==> config.mk <==
export PLATFORM = sky130hd
export DESIGN_NAME = seq_match_event_logger_flat
export DESIGN_NICKNAME = d
export VERILOG_FILES = /design/src/rtl/seq_det_pkg.sv /design/src/rtl/seq_match_event_logger_if.sv /design/src/rtl/evt_fifo.sv /design/src/rtl/seq_match_event_logger.sv /design/src/flat_wrapper.sv
export SDC_FILE = /design/constraint.sdc
export NUM_CORES = 1
export LEC_CHECK = 0
export BUFFER_PORTS_ARGS = -buffer_cell sky130_fd_sc_hd__buf_2
export CAP_MARGIN = 20
export CELL_PAD_IN_SITES_DETAIL_PLACEMENT = 0
export CELL_PAD_IN_SITES_GLOBAL_PLACEMENT = 1
export CORE_MARGIN = 1
export CORE_UTILIZATION = 40
export CTS_BUF_LIST = sky130_fd_sc_hd__clkbuf_8
export CTS_CLUSTER_SIZE = 25
export DETAILED_ROUTE_END_ITERATION = 6
export PLACE_DENSITY = 0.78
export SYNTH_ARGS = -nofsm -noshare
export SYNTH_HDL_FRONTEND = slang
export SYNTH_SLANG_ARGS = --single-unit
==> constraint.sdc <==
create_clock -name clk -period 7.31 [get_ports clk]
set_input_delay 1.462 -clock clk [delete_from_list [all_inputs] [get_ports clk]]
set_output_delay 1.462 -clock clk [all_outputs]
set_load 0.01 [all_outputs]
==> src/rtl/seq_det_pkg.sv <==
// Shared definitions for the serial 1011 detector and its downstream event logger.
// Holds default counter widths and the detector state encoding so both blocks
// agree on one definition.
package seq_det_pkg;

    localparam int unsigned POS_W_DEF = 16;  // bit-position / timestamp width
    localparam int unsigned CNT_W_DEF = 16;  // total match counter width

    // Detector states: S0 idle, S1 saw 1, S2 saw 10, S3 saw 101.
    typedef enum logic [2:0] {
        S0 = 3'd0,
        S1 = 3'd1,
        S2 = 3'd2,
        S3 = 3'd3
    } det_state_e;

endpackage

==> src/rtl/seq_match_event_logger_if.sv <==
// Bundle of the event logger's data-path signals.
//   match_in, clear, rd_ready            : driven by the producer/consumer side (master)
//   rd_valid, rd_pos, fifo_level,
//   match_count, overflow                : driven by the logger (slave)
interface seq_match_event_logger_if #(
    parameter int unsigned POS_W = 16,
    parameter int unsigned CNT_W = 16,
    parameter int unsigned DEPTH = 4
);
    localparam int unsigned LVL_W = $clog2(DEPTH) + 1;

    logic             match_in;
    logic             clear;
    logic             rd_ready;
    logic             rd_valid;
    logic [POS_W-1:0] rd_pos;
    logic [LVL_W-1:0] fifo_level;
    logic [CNT_W-1:0] match_count;
    logic             overflow;

    modport master (
        output match_in, clear, rd_ready,
        input  rd_valid, rd_pos, fifo_level, match_count, overflow
    );

    modport slave (
        input  match_in, clear, rd_ready,
        output rd_valid, rd_pos, fifo_level, match_count, overflow
    );
endinterface

==> src/rtl/evt_fifo.sv <==
// Small synchronous FIFO for logged match positions.
// Ports:
//   clk, reset (async, active-high), clear (sync)
//   push/wdata : write request; ignored when full unless a pop happens the same cycle
//   pop        : read request; ignored when empty
//   rdata      : head entry, read straight from the storage registers
//   full/empty/level : occupancy, level = write pointer minus read pointer
module evt_fifo #(
    parameter int unsigned WIDTH = 16,
    parameter int unsigned DEPTH = 4
) (
    input  logic                       clk,
    input  logic                       reset,
    input  logic                       clear,
    input  logic                       push,
    input  logic                       pop,
    input  logic [WIDTH-1:0]           wdata,
    output logic [WIDTH-1:0]           rdata,
    output logic                       full,
    output logic                       empty,
    output logic [$clog2(DEPTH):0]     level
);
    localparam int unsigned AW = $clog2(DEPTH);
    localparam int unsigned LW = AW + 1;

    logic [WIDTH-1:0] mem_q [DEPTH];
    // One extra pointer bit separates full (MSBs differ) from empty (equal).
    logic [AW:0]      wr_ptr_q;
    logic [AW:0]      rd_ptr_q;
    logic             do_push;
    logic             do_pop;

    assign empty   = (wr_ptr_q == rd_ptr_q);
    assign full    = (wr_ptr_q[AW-1:0] == rd_ptr_q[AW-1:0]) && (wr_ptr_q[AW] != rd_ptr_q[AW]);
    assign level   = wr_ptr_q - rd_ptr_q;
    assign rdata   = mem_q[rd_ptr_q[AW-1:0]];
    assign do_pop  = pop && !empty;
    // A pop frees the head slot in the same edge, so a full FIFO can still take a push.
    assign do_push = push && (!full || do_pop);

    always_ff @(posedge clk or posedge reset) begin
        if (reset) begin
            wr_ptr_q <= '0;
            rd_ptr_q <= '0;
            for (int i = 0; i < int'(DEPTH); i++) mem_q[i] <= '0;
        end else if (clear) begin
            wr_ptr_q <= '0;
            rd_ptr_q <= '0;
            for (int i = 0; i < int'(DEPTH); i++) mem_q[i] <= '0;
        end else begin
            if (do_push) begin
                mem_q[wr_ptr_q[AW-1:0]] <= wdata;
                wr_ptr_q                <= wr_ptr_q + LW'(1);
            end
            if (do_pop) begin
                rd_ptr_q <= rd_ptr_q + LW'(1);
            end
        end
    end

endmodule

==> src/rtl/seq_match_event_logger.sv <==
// Timestamps each detector match pulse with a free-running bit-position counter
// and buffers the positions in a FIFO drained through a valid/ready read port.
// Ports:
//   clk   : rising-edge clock, one cycle per serial bit
//   reset : asynchronous, active-high
//   bus   : slave side of seq_match_event_logger_if
//           in : match_in, clear (sync clear of all state), rd_ready
//           out: rd_valid, rd_pos (head), fifo_level, match_count (saturating),
//                overflow (sticky drop flag)
module seq_match_event_logger
    import seq_det_pkg::*;
#(
    parameter int unsigned POS_W = POS_W_DEF,
    parameter int unsigned CNT_W = CNT_W_DEF,
    parameter int unsigned DEPTH = 4
) (
    input logic                      clk,
    input logic                      reset,
    seq_match_event_logger_if.slave  bus
);
    logic [POS_W-1:0] pos_q;
    logic [CNT_W-1:0] cnt_q;
    logic             ovf_q;

    logic             fifo_full;
    logic             fifo_empty;
    logic             push_req;
    logic             pop_req;
    logic             drop;

    // clear wins over both a match and a pop in the same cycle.
    assign push_req = bus.match_in && !bus.clear;
    assign pop_req  = bus.rd_ready && !fifo_empty && !bus.clear;
    assign drop     = push_req && fifo_full && !pop_req;

    evt_fifo #(
        .WIDTH (POS_W),
        .DEPTH (DEPTH)
    ) u_fifo (
        .clk   (clk),
        .reset (reset),
        .clear (bus.clear),
        .push  (push_req),
        .pop   (pop_req),
        .wdata (pos_q),
        .rdata (bus.rd_pos),
        .full  (fifo_full),
        .empty (fifo_empty),
        .level (bus.fifo_level)
    );

    always_ff @(posedge clk or posedge reset) begin
        if (reset) begin
            pos_q <= '0;
            cnt_q <= '0;
            ovf_q <= 1'b0;
        end else if (bus.clear) begin
            pos_q <= '0;
            cnt_q <= '0;
            ovf_q <= 1'b0;
        end else begin
            pos_q <= pos_q + POS_W'(1);
            // Dropped matches still count; hold at all-ones.
            if (bus.match_in && (cnt_q != '1)) begin
                cnt_q <= cnt_q + CNT_W'(1);
            end
            if (drop) begin
                ovf_q <= 1'b1;
            end
        end
    end

    assign bus.rd_valid    = !fifo_empty;
    assign bus.match_count = cnt_q;
    assign bus.overflow    = ovf_q;

endmodule

==> src/flat_wrapper.sv <==
// flat-port wrapper written by rule: the top's interface ports become plain ports
module seq_match_event_logger_flat import seq_det_pkg::*;
#(
    parameter int unsigned POS_W = POS_W_DEF,
    parameter int unsigned CNT_W = CNT_W_DEF,
    parameter int unsigned DEPTH = 4
)
  (clk, reset, bus_match_in, bus_clear, bus_rd_ready, bus_rd_valid, bus_rd_pos, bus_fifo_level, bus_match_count, bus_overflow);
  seq_match_event_logger_if #(.POS_W(POS_W), .CNT_W(CNT_W), .DEPTH(DEPTH)) bus_i ();
  input logic clk;
  input logic reset;
  input wire logic [$bits(bus_i.match_in)-1:0] bus_match_in;
  input wire logic [$bits(bus_i.clear)-1:0] bus_clear;
  input wire logic [$bits(bus_i.rd_ready)-1:0] bus_rd_ready;
  output wire logic [$bits(bus_i.rd_valid)-1:0] bus_rd_valid;
  output wire logic [$bits(bus_i.rd_pos)-1:0] bus_rd_pos;
  output wire logic [$bits(bus_i.fifo_level)-1:0] bus_fifo_level;
  output wire logic [$bits(bus_i.match_count)-1:0] bus_match_count;
  output wire logic [$bits(bus_i.overflow)-1:0] bus_overflow;
  assign bus_i.match_in = bus_match_in;
  assign bus_i.clear = bus_clear;
  assign bus_i.rd_ready = bus_rd_ready;
  assign bus_rd_valid = bus_i.rd_valid;
  assign bus_rd_pos = bus_i.rd_pos;
  assign bus_fifo_level = bus_i.fifo_level;
  assign bus_match_count = bus_i.match_count;
  assign bus_overflow = bus_i.overflow;
  seq_match_event_logger #(.POS_W(POS_W), .CNT_W(CNT_W), .DEPTH(DEPTH)) u_core (.clk(clk), .reset(reset), .bus(bus_i));
endmodule
==> run_results.csv, run 1 <==
group,metric,value,unit
worst_setup_path,cp_max_fo,20,
logic_synthesis,synth.distinct_cells,43,
floorplan,die_h,117,um
worst_setup_path,critPathKind,"reg -> out",
worst_setup_path,timing.rr.start,"u_core.u_fifo.rd_ptr_q[1]",
placed_design,dp_hpwl,6750,um
power_and_ir_drop,p_comb_share,10.7,%
cells_and_area,fillers,1263,
logic_synthesis,synth_warnings,0,
sta,min_period,3.59,ns
placed_design,io_buffers,41,
hold_path,holdPathStages,2,
power_and_ir_drop,swShare,24.3,%
sta,setup_slack,3.72,ns
power_and_ir_drop,total_power,1.18,mW
clock_tree,cts_setup_buffers,0,
cells_and_area,syn_to_final_growth,10.1,%
cells_and_area,final_cell_mix,"dfrtp_1 (103), nand2_1 (88), o21ai_1 (47), nand2b_1 (47), buf_2 (41)",
floorplan,rows,41,
routing,drt_wl_total,10600,um
power_and_ir_drop,powerDensity,204,nW/um^2
sta,slew_headroom,29.2,%
clock_tree,postCtsHoldBufs,0,
logic_synthesis,syn-num-nets,542,
logic_synthesis,synth_edf_count,0,
routing,avgViaCountPerCell,5.11,
cells_and_area,layout_commonest_cell,"dfrtp_1",
cells_and_area,final_area,5790,sq um
placed_design,dp_slack,3.38,ns
logic_synthesis,synth_cells,527,
power_and_ir_drop,pwr-share-clk,39.4,%
logic_synthesis,yosysSeqAreaShare,49.0,%
routing,drcViolationCount,0,
clock_tree,htreeDepth,3,
placed_design,gp_congestion,0.768,
hold_path,min_to,"u_core.bus.overflow",
sta,slew_viol_final,0,
logic_synthesis,synth.avg_cell_area,9.98,sq um
worst_setup_path,startpoint_type,"flip-flop",
routing,ant_nets,0,
cells_and_area,multi_input_area,2450,sq um
worst_setup_path,r2r_cells,6,
logic_synthesis,ys_seq_elements,103,
placed_design,place_area,5520,sq um
power_and_ir_drop,peakVddDrop,0.100,mV
logic_synthesis,synth_area_leaders,"dfrtp_1 (49%), mux4_2 (6.9%), nand2_1 (6.3%), nand2b_1 (5.6%), o21ai_1 (4.5%)",
run_status,status,"completed",
worst_setup_path,rr_endpoint,"u_core.u_fifo.mem_q[63]",
logic_synthesis,synth_top_area_share,49.0,%
sta,rsz0062_at_grt,"false",
flow_run,maxCapViolCount,0,
clock_tree,clkTransAtPathRegs,0.09,ns
clock_tree,cts_tree,"built",
floorplan,coreArea,12700,sq um
logic_synthesis,async_reset_ff_share,100,%
sta,timing.final.crit_share,49.1,%
routing,vias,3691,
grt,grt_pass1_wl,17800,um
sta,fmax,279,MHz
hold_path,min-delay-start,"u_core.bus.overflow",
power_and_ir_drop,switching_power,0.288,mW
worst_setup_path,end_kind,"output port",
grt,grt_util_all_layers,17.0,%
logic_synthesis,ys.flop_type,"dfrtp_1",
routing,drt_first_pass_iters,4,
sta,tightest_slew,1.06,ns
grt,grt_max_degree,97,
grt,grt_pass1_vias,3605,
worst_setup_path,required,5.85,ns
logic_synthesis,yosysTopAreaCell,"dfrtp_1",
routing,first_iter_violations,273,
clock_tree,cts_buffers,9,
clock_tree,cts_buffer_depth,2,
sta,skew,0.00796,ns
cells_and_area,fin_nets,560,
cells_and_area,drive_gt1_share,16.0,%
hold_path,min_path_type,"reg -> reg",
cells_and_area,diodes,0,
cells_and_area,final-seq-area,2580,sq um
sta,finalSetupViolations,0,
worst_setup_path,worstPathArrival,2.12,ns
routing,wl_per_cell,14.6,um
clock_tree,cts_resized,0,
power_and_ir_drop,p_int,0.896,mW
clock_tree,cts_root_buf,"clkbuf_8",
grt,antenna_found_initial,0,
grt,gr-total-overflow,0,
logic_synthesis,synthesis.area,5260,sq um
floorplan,dieArea,13600,sq um
floorplan,die_w,117,um
floorplan,io_pins,42,
power_and_ir_drop,power_leakage,2.50,nW
power_and_ir_drop,power_frac_seq,49.9,%
sta,finalHoldViolCount,0,
clock_tree,clock_sinks,103,
clock_tree,clk_latency,0.37,ns
floorplan,start_util,41.3,%
worst_setup_path,rrSetupSlack,4.24,ns
sta,tns,0,ns
critical path: stages (launching register included):
cell	delay, ns
dfrtp_1	1.02
fa_1	0.56
inv_1	0.06
buf_2	0.12
worst max-delay path by stage:
stage	startpoint	endpoint	slack, ns	cells past startpoint
2_1_floorplan	reset	u_core.bus.match_count[0]	3.14	1
3_3_place_gp	bus_clear	u_core.u_fifo.mem_q[63]	3.47	6
3_5_place_dp	bus_clear	u_core.u_fifo.mem_q[63]	3.38	6
4_1_cts	u_core.u_fifo.rd_ptr_q[1]	bus_fifo_level[1]	3.69	3
5_1_grt	bus_clear	u_core.u_fifo.mem_q[63]	3.60	6
6_report	u_core.u_fifo.rd_ptr_q[1]	bus_fifo_level[1]	3.72	3
per-stage QoR:
stage	hold WS, ns	utilization [%]	instances
after CTS	0.525	45.5	722
after detailed placement	0.502	43.4	706
after global placement	0.477	43.4	706
after global routing	0.550	45.5	722
after floorplan	0.481	-	527
final	0.527	45.5	722
power groups by stage:
stage / Sequential, mW / Clock [mW] / Combinational, mW
5_1_grt: 0.592 / 0.499 / 0.143
3_3_place_gp: 0.601 / 0 / 0.128
2_1_floorplan: 0.594 / 0 / 0.103
3_5_place_dp: 0.602 / 0 / 0.131
4_1_cts: 0.591 / 0.481 / 0.131
6_report: 0.591 / 0.466 / 0.126
cells in the mapped netlist (all sizes together), types with 2 or more instances:
library cell    n
buf            25
o311a           4
or3             4
nor2b           8
and4            2
or4             3
ha              9
xnor2          14
clkbuf         12
mux2i           5
dfrtp         103
nand2          88
o31ai           5
nand4          10
o41ai           2
and3            3
nor3            6
nor2           33
o311ai          2
mux4           16
nor4            4
mux2            5
nand2b         47
and2            2
o21ai          67
o211ai          2
nand3          12
inv            11
a21oi          12
xor2            6
cells by family after synthesis:
family / count (synthesis) / share of synthesized area [%]
adders and majority gates: 10 / 2.52
buffers and inverters: 49 / 4.38
DFF: 103 / 49.0
muxes: 26 / 8.88
and+or+nand+nor: 223 / 20.9
AOI/OAI and AO/OA: 96 / 10.9
xor gates and xnor gates: 20 / 3.47
state kept, by name (all words and copies together) (netlist names):
name,cells
u_core.u_fifo.wr_ptr_q,3
u_core.bus.match_count,16
u_core.u_fifo.mem_q,64
u_core.pos_q,16
u_core.bus.overflow,1
u_core.u_fifo.rd_ptr_q,3
routing by layer:
metal  GRT usage, %  vias up  wire, um
met5              0        -         0
met3           2.18       12       292
met4           7.34        0       175
met1           22.9     1804      5000
met2           27.6       42      5110
li1               -     1833         -
area by class of cell:
cell class / instances / area share [%]
Timing Repair Buffer: 44 / 3.93
Inverter: 12 / 0.821
Multi-Input combinational cell: 375 / 42.3
Sequential cell: 103 / 44.5
Clock inverter: 6 / 2.29
Tap cell: 172 / 3.72
Clock buffer: 10 / 2.38
(Power assumes the default switching activity.)
==> run 2: changes to the inputs <==
==> constraint.sdc (replaced) <==
create_clock -name clk -period 3.5 [get_ports clk]
set_input_delay 0.7 -clock clk [delete_from_list [all_inputs] [get_ports clk]]
set_output_delay 0.7 -clock clk [all_outputs]
set_load 0.01 [all_outputs]
==> run_results.csv, run 2 (synthesized netlist as in run 1, its figures left out) <==
group,metric,value,unit
run_status,status,"completed",
worst_setup_path,slowest_stage,"dfrtp_1",
worst_setup_path,path_buf_inv,2,
clock_tree,cts_buffers,9,
floorplan,start_util,41.3,%
floorplan,io_pins,42,
routing,wl_per_cell,15.0,um
routing,dr_wl_met3,327,um
floorplan,die_h,117,um
clock_tree,clock_sinks,103,
routing,top_layer,"met4",
sta,finalHoldViolCount,0,
routing,first_iter_violations,239,
power_and_ir_drop,power_leakage,2.48,nW
cells_and_area,drive_gt1_share,16.6,%
clock_tree,cts_resized,0,
worst_setup_path,crit_family,"flip-flops",
cells_and_area,diodes,0,
floorplan,rows,41,
sta,tightest_slew,0.650,ns
clock_tree,htreeDepth,3,
flow_run,maxCapViolCount,0,
cells_and_area,top_register,"u_core.u_fifo.mem_q",
clock_tree,cts_tree,"built",
worst_setup_path,required,2.80,ns
floorplan,dieArea,13600,sq um
clock_tree,clkTransAtPathRegs,0.10,ns
sta,rsz0062_at_grt,"false",
grt,grt_pass1_vias,3620,
worst_setup_path,r2r_cells,8,
routing,wl_met2,5170,um
power_and_ir_drop,peakVddDrop,0.173,mV
cells_and_area,final_cell_mix,"dfrtp_1 (103), nand2_1 (88), o21ai_1 (47), nand2b_1 (47), buf_2 (41)",
worst_setup_path,startpoint_type,"flip-flop",
grt,antenna_found_initial,0,
clock_tree,postCtsHoldBufs,0,
clock_tree,cts_setup_buffers,0,
worst_setup_path,critPathKind,"reg -> out",
hold_path,min_path_type,"in -> async",
worst_setup_path,timing.rr.start,"u_core.u_fifo.rd_ptr_q[1]",
clock_tree,cts_buffer_depth,2,
floorplan,coreArea,12700,sq um
placed_design,dp_hpwl,7140,um
floorplan,die_w,117,um
worst_setup_path,end_kind,"output port",
worst_setup_path,cpPeakStageDelay,0.65,ns
routing,drt_wl_total,10900,um
grt,grt_util_all_layers,17.5,%
sta,fmax,373,MHz
routing,drt_first_pass_iters,4,
placed_design,io_buffers,41,
power_and_ir_drop,powerDensity,389,nW/um^2
routing,wl_met1,5200,um
worst_setup_path,rrSetupSlack,1.16,ns
grt,grt_max_degree,74,
sta,slew_headroom,56.3,%
grt,grt_pass1_wl,18200,um
cells_and_area,syn_to_final_growth,9.19,%
placed_design,gp_congestion,0.767,
clock_tree,clk_latency,0.38,ns
grt,gr-total-overflow,0,
sta,tns,0,ns
cells_and_area,layout_commonest_cell,"dfrtp_1",
power_and_ir_drop,total_power,2.23,mW
routing,drcViolationCount,0,
routing,ant_nets,0,
worst_setup_path,rr_endpoint,"u_core.u_fifo.mem_q[54]",
sta,skew,0.0173,ns
routing,vias,3740,
routing,avgViaCountPerCell,5.16,
worst_setup_path,crit_chain,"buf_4 -> mux4_2 -> buf_2",
sta,finalSetupViolations,0,
sta,slew_viol_final,0,
sta,timing.final.crit_share,76.5,%
cells_and_area,fin_nets,563,
worst_setup_path,cp_max_fo,9,
clock_tree,cts_root_buf,"clkbuf_8",
sta,min_period,2.68,ns
worst_setup_path,worstPathArrival,1.98,ns
cells_and_area,largest_register_ffs,64,
run 2: changes by cell type in the layout (fill, tap and decap cells not counted), sizes merged:
cell	change
inv	+2
buf	+3
bufinv	-4
clkinv	+1
clkinvlp	+1
run 2: metrics by stage:
step	util [%]	hold slack, ns	setup slack [ns]	cells	area, sq um
2_1_floorplan	-	0.481	0.0962	527	5260
3_3_place_gp	43.6	0.497	1.06	709	5550
3_5_place_dp	43.6	0.507	0.973	709	5550
4_1_cts	45.1	0.439	0.763	725	5740
5_1_grt	45.1	0.455	0.682	725	5740
6_report	45.1	0.404	0.821	725	5740
run 2: worst max-delay path by stage:
stage	start	endpoint	slack, ns	depth (start not counted)
after global placement	bus_clear	u_core.u_fifo.mem_q[62]	1.06	6
after detailed placement	bus_clear	u_core.u_fifo.mem_q[54]	0.97	6
final	u_core.u_fifo.rd_ptr_q[0]	bus_rd_pos[1]	0.82	3
after CTS	u_core.u_fifo.rd_ptr_q[0]	bus_rd_pos[1]	0.76	3
after floorplan	reset	u_core.bus.match_count[0]	0.1	1
after global routing	u_core.u_fifo.rd_ptr_q[0]	bus_rd_pos[1]	0.68	3
run 2: layout make-up:
cell class              count  area [sq um]
fillers                  1277          6980
flip-flops and latches    103          2580
multi-input cells         375          2450
repair buffers             47           263
well taps                 172           215
clock buffers              10           138
clock inverters             6          50.0
inverters                  12          47.5
run 2: report_power, final:
part           internal (mW)  switching [mW]
sequential              1.20          0.0283
clock                  0.288           0.433
combinational          0.109           0.171
total                   1.60           0.632
run 2: per-layer routing:
| metal | vias to the layer above | track usage [%] |
|---|---|---|
| met4 | 0 | 7.09 |
| met2 | 47 | 28.1 |
| li1 | 1838 | - |
| met1 | 1843 | 24.0 |
| met3 | 12 | 2.54 |
| met5 | - | 0 |
==> run 3: changes to the inputs <==
--- a/config.mk
+++ b/config.mk
@@ -5,6 +5,7 @@
 export SDC_FILE = /design/constraint.sdc
 export NUM_CORES = 1
 export LEC_CHECK = 0
+export ABC_AREA = 1
 export BUFFER_PORTS_ARGS = -buffer_cell sky130_fd_sc_hd__buf_2
 export CAP_MARGIN = 20
 export CELL_PAD_IN_SITES_DETAIL_PLACEMENT = 0
@@ -14,7 +15,7 @@
 export CTS_BUF_LIST = sky130_fd_sc_hd__clkbuf_8
 export CTS_CLUSTER_SIZE = 25
 export DETAILED_ROUTE_END_ITERATION = 6
-export PLACE_DENSITY = 0.78
+export PLACE_DENSITY = 0.84
 export SYNTH_ARGS = -nofsm -noshare
 export SYNTH_HDL_FRONTEND = slang
 export SYNTH_SLANG_ARGS = --single-unit
==> constraint.sdc (replaced) <==
create_clock -name clk -period 2.2 [get_ports clk]
set_input_delay 0.44 -clock clk [delete_from_list [all_inputs] [get_ports clk]]
set_output_delay 0.44 -clock clk [all_outputs]
set_load 0.01 [all_outputs]
==> run_results.csv, run 3 <==
group,metric,value,unit
sta,slew_headroom,68.4,%
floorplan,coreArea,12300,sq um
logic_synthesis,synth_area_leaders,"dfrtp_1 (50%), nand3_1 (8.6%), nand2_1 (7.0%), o21ai_1 (6.3%), nor2_1 (5.3%)",
worst_setup_path,startpoint_type,"flip-flop",
cells_and_area,drive_gt1_share,12.9,%
power_and_ir_drop,total_power,3.92,mW
sta,finalSetupViolations,0,
cells_and_area,final_cell_mix,"dfrtp_1 (103), nand2_1 (95), nand3_1 (88)",
grt,grt_pass1_wl,20300,um
worst_setup_path,critPathKind,"reg -> out",
grt,use_met3,3.53,%
clock_tree,clk_latency,0.38,ns
worst_setup_path,required,1.76,ns
clock_tree,cts_buffers,9,
logic_synthesis,yosysTopAreaCell,"dfrtp_1",
routing,drcViolationCount,0,
grt,grt_max_degree,68,
worst_setup_path,end_kind,"output port",
clock_tree,clock_sinks,103,
logic_synthesis,synth.avg_cell_area,8.13,sq um
cells_and_area,syn_to_final_growth,13.2,%
flow_run,maxCapViolCount,0,
floorplan,die_h,115,um
placed_design,gp_congestion,0.813,
placed_design,dp_slack,0.407,ns
sta,skew,0.00652,ns
sta,min_period,2.13,ns
routing,wl_per_cell,14.5,um
grt,grtUsageMet2,33.1,%
floorplan,rows,40,
logic_synthesis,synth_cells,630,
routing,avgViaCountPerCell,5.23,
logic_synthesis,synthesis.area,5120,sq um
clock_tree,cts_buffer_depth,2,
floorplan,die_w,115,um
logic_synthesis,async_reset_ff_share,100,%
clock_tree,clkTransAtPathRegs,0.10,ns
grt,antenna_found_initial,0,
sta,tightest_slew,0.474,ns
sta,fmax,470,MHz
logic_synthesis,syn-num-nets,645,
logic_synthesis,synth.cells.most_frequent,"dfrtp_1 (103), nand2_1 (95), nand3_1 (88), nor2_1 (72), o21ai_1 (64)",
worst_setup_path,slowest_stage,"dfrtp_1",
floorplan,dieArea,13300,sq um
grt,grtUsageMet1,25.7,%
logic_synthesis,ys_seq_elements,103,
sta,hold_slack,0.0426,ns
clock_tree,htreeDepth,3,
logic_synthesis,synth.distinct_cells,29,
sta,rsz0062_at_grt,"false",
cells_and_area,top_register,"u_core.u_fifo.mem_q",
logic_synthesis,synth_edf_count,0,
worst_setup_path,cp_max_fo,4,
grt,gr-total-overflow,0,
sta,tns,0,ns
placed_design,io_buffers,41,
routing,drt_first_pass_iters,5,
clock_tree,cts_root_buf,"clkbuf_8",
clock_tree,postCtsHoldBufs,0,
logic_synthesis,ys.flop_type,"dfrtp_1",
worst_setup_path,worstPathArrival,1.69,ns
placed_design,dp_hpwl,7860,um
routing,vias,4373,
sta,slew_viol_final,0,
clock_tree,cts_tree,"built",
sta,setup_slack,0.0730,ns
power_and_ir_drop,powerDensity,676,nW/um^2
floorplan,start_util,41.8,%
logic_synthesis,synth_warnings,0,
routing,first_iter_violations,327,
logic_synthesis,synth.most_common_cell,"dfrtp_1",
hold_path,min_path_type,"in -> async",
grt,busiest_layer,"met2",
run_status,status,"completed",
grt,grt_util_all_layers,19.8,%
routing,drt_wl_total,12200,um
worst_setup_path,cpPeakStageDelay,0.45,ns
power_and_ir_drop,peakVddDrop,0.329,mV
floorplan,io_pins,42,
logic_synthesis,synth_top_area_share,50.3,%
cells_and_area,largest_register_ffs,64,
power_and_ir_drop,power_leakage,2.76,nW
grt,grt_pass1_vias,4095,
cells_and_area,fin_nets,679,
sta,finalHoldViolCount,0,
cells_and_area,diodes,0,
worst_setup_path,crit_chain,"ha_2 -> fa_1 -> xor2_1 -> buf_2",
sta,timing.final.crit_share,96.7,%
cells_and_area,layout_commonest_cell,"dfrtp_1",
logic_synthesis,yosysSeqAreaShare,50.3,%
routing,ant_nets,0,
run 3: cell count changes in the layout (fill, tap and decap cells not counted), moves of 16 or more:
cell      delta
o22ai_1     +16
nand2b_1    -47
o21ai_1     +17
nand3_1     +77
nor2_1      +39
mux4_2      -16
inv_1       +39
o21ai_0     +26
run 3: critical path, delay by kind of cell (launching register included):
family,cells,cell delay (ns)
adders and majority gates,2,0.57
DFF,1,0.45
xor gates and xnor gates,1,0.16
buffers and inverters,1,0.14
run 3: path summary, 6_finish.rpt:
kind,cells after the start,to,start,slack (ns)
setup / recovery,4,bus_fifo_level[2],u_core.u_fifo.rd_ptr_q[0],0.07
hold / removal,2,u_core.u_fifo.wr_ptr_q[1],reset,0.04
setup reg to reg,9,u_core.u_fifo.mem_q[2],u_core.u_fifo.rd_ptr_q[1],0.45
hold reg to reg,1,u_core.pos_q[0],u_core.pos_q[0],0.50
max in group asynchronous,3,u_core.u_fifo.mem_q[57],reset,1.50
min in group clk,3,u_core.u_fifo.rd_ptr_q[2],bus_rd_ready,0.37
run 3: cell type report:
type,count,area [sq um]
repair buffers,56,409
fillers,1216,6460
flip-flops and latches,103,2580
well taps,168,210
multi-input cells,440,2200
clock buffers,10,138
inverters,54,206
clock inverters,5,57.6
run 3: timing repair:
action	4_1_cts	5_1_grt
setup endpoints to repair	1	6
endpoints found under the hold margin	0	0
resized for setup	0	3
buffers inserted	1	0
run 3: where the power goes:
| group | internal, mW | switching (mW) | total (mW) |
|---|---|---|---|
| clock | 0.554 | 0.658 | 1.21 |
| sequential | 1.92 | 0.0258 | 1.94 |
| combinational | 0.266 | 0.505 | 0.770 |
run 3: logic make-up (layout without fill, tap and decap cells):
| kind of cell | count (synthesis) | after routing | synth area share [%] |
|---|---|---|---|
| adder cells (fa/ha/maj) | 10 | 10 | 2.59 |
| buffers and inverters | 87 | 125 | 6.76 |
| flip-flops | 103 | 103 | 50.3 |
| AND/OR/NAND/NOR | 284 | 284 | 24.8 |
| AO/OA/AOI/OAI | 138 | 138 | 14.2 |
| XOR/XNOR | 8 | 8 | 1.37 |
run 3: through the flow:
| stage | util, % | instance area [sq um] | std cells |
|---|---|---|---|
| 3_5_place_dp | 45.6 | 5590 | 820 |
| 5_1_grt | 47.3 | 5800 | 836 |
| 2_1_floorplan | - | 5130 | 630 |
| 6_report | 47.3 | 5800 | 836 |
| 4_1_cts | 47.3 | 5800 | 836 |
| 3_3_place_gp | 45.6 | 5590 | 820 |
run 3: metal layers:
layer,part of all wire (%),vias to the layer above
met5,0,-
met4,1.5,0
met3,3.4,16
met2,49,77
met1,46,2097
li1,-,2183
